[src/rtl/lab3_vector_gen.sv]
// Clocked stimulus sweep for the Lab3 block: drives {a,b,c} through 000..111,
// captures {x,y} at the end of each hold and scores it against an expected table.
module lab3_vector_gen #(
    parameter int HOLD_CYCLES = 10
) (
    input  logic        clk_i,
    input  logic        rst_i,
    input  logic        start_i,
    input  logic [15:0] exp_table_i,
    input  logic        x_i,
    input  logic        y_i,
    output logic        a_o,
    output logic        b_o,
    output logic        c_o,
    output logic        busy_o,
    output logic        done_o,
    output logic [15:0] resp_o,
    output logic [3:0]  err_count_o,
    output logic        pass_o
);

    localparam int CW = $clog2(HOLD_CYCLES + 1);
    localparam logic [CW-1:0] LAST_CNT = CW'(HOLD_CYCLES - 1);

    typedef enum logic [1:0] {
        S_IDLE  = 2'd0,
        S_DRIVE = 2'd1,
        S_DONE  = 2'd2
    } state_e;

    state_e         state_q, state_d;
    logic [2:0]     idx_q, idx_d;
    logic [CW-1:0]  cnt_q, cnt_d;
    logic [15:0]    resp_q, resp_d;
    logic [3:0]     err_q, err_d;
    logic           busy_q, busy_d;
    logic           done_q, done_d;
    logic           pass_q, pass_d;

    function automatic logic slice_mismatch(input logic [15:0] tbl,
                                            input logic [2:0]  idx,
                                            input logic [1:0]  got);
        return (tbl[{idx, 1'b0} +: 2] != got);
    endfunction

    // Next-state and registered-output logic for the sweep FSM
    always_comb begin
        state_d = state_q;
        idx_d   = idx_q;
        cnt_d   = cnt_q;
        resp_d  = resp_q;
        err_d   = err_q;
        busy_d  = busy_q;
        done_d  = done_q;
        pass_d  = pass_q;
        case (state_q)
            S_IDLE, S_DONE: begin
                if (start_i) begin
                    state_d = S_DRIVE;
                    idx_d   = 3'd0;
                    cnt_d   = '0;
                    resp_d  = 16'h0000;
                    err_d   = 4'd0;
                    busy_d  = 1'b1;
                    done_d  = 1'b0;
                    pass_d  = 1'b0;
                end else begin
                    state_d = state_q;
                end
            end
            S_DRIVE: begin
                if (cnt_q == LAST_CNT) begin
                    resp_d[{idx_q, 1'b0} +: 2] = {x_i, y_i};
                    err_d = err_q + {3'd0, slice_mismatch(exp_table_i, idx_q, {x_i, y_i})};
                    cnt_d = '0;
                    if (idx_q == 3'd7) begin
                        // pass must see the increment from the final capture
                        state_d = S_DONE;
                        idx_d   = 3'd0;
                        busy_d  = 1'b0;
                        done_d  = 1'b1;
                        pass_d  = (err_d == 4'd0);
                    end else begin
                        idx_d = idx_q + 3'd1;
                    end
                end else begin
                    cnt_d = cnt_q + CW'(1);
                end
            end
            default: begin
                state_d = S_IDLE;
                idx_d   = 3'd0;
                cnt_d   = '0;
                busy_d  = 1'b0;
                done_d  = 1'b0;
                pass_d  = 1'b0;
            end
        endcase
    end

    // State and output registers
    always_ff @(posedge clk_i or posedge rst_i) begin
        if (rst_i) begin
            state_q <= S_IDLE;
            idx_q   <= 3'd0;
            cnt_q   <= '0;
            resp_q  <= 16'h0000;
            err_q   <= 4'd0;
            busy_q  <= 1'b0;
            done_q  <= 1'b0;
            pass_q  <= 1'b0;
        end else begin
            state_q <= state_d;
            idx_q   <= idx_d;
            cnt_q   <= cnt_d;
            resp_q  <= resp_d;
            err_q   <= err_d;
            busy_q  <= busy_d;
            done_q  <= done_d;
            pass_q  <= pass_d;
        end
    end

    assign a_o         = idx_q[2];
    assign b_o         = idx_q[1];
    assign c_o         = idx_q[0];
    assign busy_o      = busy_q;
    assign done_o      = done_q;
    assign resp_o      = resp_q;
    assign err_count_o = err_q;
    assign pass_o      = pass_q;

endmodule

[config.mk]
export PLATFORM = sky130hd
export DESIGN_NAME = lab3_vector_gen
export DESIGN_NICKNAME = d
export VERILOG_FILES = /design/src/rtl/lab3_vector_gen.sv
export SDC_FILE = /design/constraint.sdc
export NUM_CORES = 1
export LEC_CHECK = 0
export ABC_AREA = 0
export BUFFER_PORTS_ARGS = -buffer_cell sky130_fd_sc_hd__buf_2
export CAP_MARGIN = 25
export CORE_UTILIZATION = 35
export CTS_BUF_LIST = sky130_fd_sc_hd__clkbuf_4
export DETAILED_ROUTE_END_ITERATION = 10
export SYNTH_ARGS = -nofsm -noshare
export SYNTH_HDL_FRONTEND = slang
export SYNTH_SLANG_ARGS = --single-unit
[constraint.sdc]
create_clock -name clk_i -period 2.9 [get_ports clk_i]
set_input_delay 0.145 -clock clk_i [delete_from_list [all_inputs] [get_ports clk_i]]
set_output_delay 0.145 -clock clk_i [all_outputs]
set_load 0.03 [all_outputs]
==> results.yml <==
run_status:
  outcome: "completed"
route:
  drt_iter0_markers: 53
  drt_wl_total_um: 3880
  vias: 1485
  via_per_inst: 5.19
  wl_per_cell_um: 13.5
  remaining_drc_errors: 0
  ant_nets: 0
  first_pass_iters: 4
global_route:
  busiest_layer: "met2"
  overflow: 0
  antenna_found_initial: 0
  grt_util_met1_pct: 20.6
  grtUsageTotal_pct: 16.1
  use_met3_pct: 4.01
  grtUsageMet2_pct: 26.0
  grt_pass1_wl_um: 6530
  grt_pass1_vias: 1422
  grt_max_degree: 32
clock_network:
  clock_latency_ns: 0.34
  cts_max_level: 2
  post_cts_buffers: 0
  cts-root-buf: "clkbuf_4"
  clock_path_buffers: 2
  cts_tree: "done"
  cts_made_buffers: 5
  path_clk_slew_ns: 0.10
  clkSinkCount: 31
floorplanning:
  core_sq_um: 4820
  die-area_sq_um: 5360
  die_h_um: 73.2
  num_rows: 25
  initial_utilization_pct: 36.9
  io_pins: 47
  die_w_um: 73.2
critical_path:
  startpoint_type: "register"
  criticalPathCategory: "reg -> reg"
  crit_path_end: "pass_o"
  cp_max_fo: 6
  cpMostUsedCell: "ha_1"
  ff2ff_setup_slack_ns: 0.29
  timing.rr.start: "idx_q[0]"
  crit_start: "idx_q[0]"
  rr_endpoint: "pass_o"
  critPathTopFamily: "multiplexers"
  r2r_cells: 10
  cp-end-kind: "register"
  cp_data_required_time_ns: 3.17
  cp.depth: 10
  cpMaxStageDelayCell: "mux4_1"
  path_cells: "mux4_1 -> mux2i_1 -> xor2_1 -> nand2_1 -> ha_1 -> ha_1 -> nor2b_1 -> nor4_1 -> nand3_1 -> o21ai_0"
  max_stage_delay_ns: 0.57
  arrival_ns: 2.87
  worst-path-buf-inv: 0
finish:
  drive_gt1_share_pct: 29.7
  nFillCells: 494
  nets: 250
  fin_util_pct: 44.4
  final_common_cell: "buf_2"
  n_antenna_cell: 0
  final_cell_mix: "buf_2, dfrtp_1, nand2_1"
  finish.instance_area_sq_um: 2140
  area_delta_synth_final_pct: 20.4
sta:
  slew_headroom_pct: 65.4
  setup_slack_ns: 0.294
  final-max-slew-violation-count: 0
  maxClockFrequency_mhz: 384
  tns_ns: 0
  rsz0062_at_grt: "false"
  period_share_pct: 89.9
  skew_ns: 0.00998
  tightest_slew_ns: 0.519
  finalHoldWorstSlack_ns: 0.160
  setup_violations: 0
  period_minus_slack_ns: 2.61
  hold_viol: 0
logic_synthesis:
  synth_ff_type: "dfrtp_1"
  ys_warn_count: 0
  syn_avg_cell_area_sq_um: 10.6
  synth_edf_count: 0
  yosysSeqAreaShare_pct: 43.7
  syn_inst: 167
  netlist_area_sq_um: 1780
  synth_fp_nets: 199
  netlist-cell-type-count: 39
  ys_ff_latch: 31
  async_reset_ff_share_pct: 100
power_and_ir_drop:
  p_leak_nw: 1.04
  powerDensity_nw_per_um2: 449
  irDropWorstVdd_mv: 0.351
placement:
  dp_worst_setup_slack_ns: 0.318
  dpl.hpwl_um: 2980
  place_congestion: 0.813
  port_buffers: 46
  dpl-instance-area_sq_um: 2070
run:
  drv_cap: 0
hold_path:
  min_from: "y_i"
  holdCritPathClass: "in -> reg"
-- where the power goes --
group          switching, mW  total [mW]  internal [mW]
combinational          0.138       0.223         0.0854
clock                  0.143       0.242         0.0989
sequential            0.0301       0.494          0.464
total                  0.311       0.959          0.648
-- worst min-delay path: cells and delay by family --
family	cells	cell delay [ns]
and+or+nand+nor	1	0.10
AOI/OAI and AO/OA	1	0.06
buffers and inverters	1	0.15
-- cell usage after synthesis (all sizes together) (2+ instances only) --
master | count | area share, %
mux4 | 4 | 5.9
o22ai | 8 | 2.8
mux2i | 7 | 3.9
inv | 6 | 1.3
nand2 | 24 | 5.1
and3b | 2 | 1.1
nand3 | 8 | 2.3
xor2 | 2 | 0.99
nand4 | 3 | 1.1
ha | 11 | 7.8
nor2b | 4 | 1.4
nand2b | 2 | 0.70
a32o | 4 | 2.3
dfrtp | 31 | 44
o21ai | 11 | 3.1
or3 | 2 | 0.99
a22o | 4 | 2.0
buf | 5 | 1.9
o2bb2ai | 4 | 2.0
nor2 | 12 | 3.4
-- stage by stage --
stage	cells	power (mW)
global placement	277	0.722
floorplan	167	0.652
finish	286	0.959
CTS	286	0.976
detailed placement	277	0.726
global route	286	1.02
-- state kept, by name (all words and copies together) (netlist names) --
| name | cells |
|---|---|
| idx_q | 3 |
| err_count_o | 4 |
| done_o | 1 |
| resp_o | 16 |
| state_q | 1 |
| pass_o | 1 |
| cnt_q | 4 |
| busy_o | 1 |
-- what timing repair did --
item | 4_1_cts | 5_1_grt
gates resized for setup | 0 | 0
endpoints found under the hold margin | 31 | 0
hold buffers | 1 | 0
-- cell type report --
class                           instances  area [sq um]  area share [%]
Timing Repair Buffer                   50           263            12.3
Clock inverter                          2          7.51           0.351
Tap cell                               67          83.8            3.92
Sequential cell                        31           776            36.3
Clock buffer                            6          45.0            2.11
Inverter                                6          22.5            1.05
Multi-Input combinational cell        124           940            44.0
-- worst min-delay path by stage --
stage / to / slack [ns] / depth (start not counted)
2_1_floorplan: busy_o / 0.25 / 1
3_3_place_gp: resp_o[7] / 0.25 / 3
3_5_place_dp: resp_o[6] / 0.26 / 3
4_1_cts: resp_o[14] / 0.15 / 3
5_1_grt: resp_o[14] / 0.17 / 3
6_report: resp_o[14] / 0.16 / 3
-- cells by family after synthesis --
kind of cell	count (synthesis)	synth area share (%)
multiplexers	11	9.87
AO/OA/AOI/OAI	34	13.6
adder cells (fa/ha/maj)	11	7.75
AND/OR/NAND/NOR	65	20.2
XOR/XNOR	3	1.48
buffers and inverters	12	3.38
flip-flops	31	43.7
-- routing by layer --
metal,up-vias,share of wire (%)
met5,-,0
met4,0,1.6
met3,7,3.9
met2,27,47
met1,727,47
li1,724,-
Power figures use the tool's default switching activity.
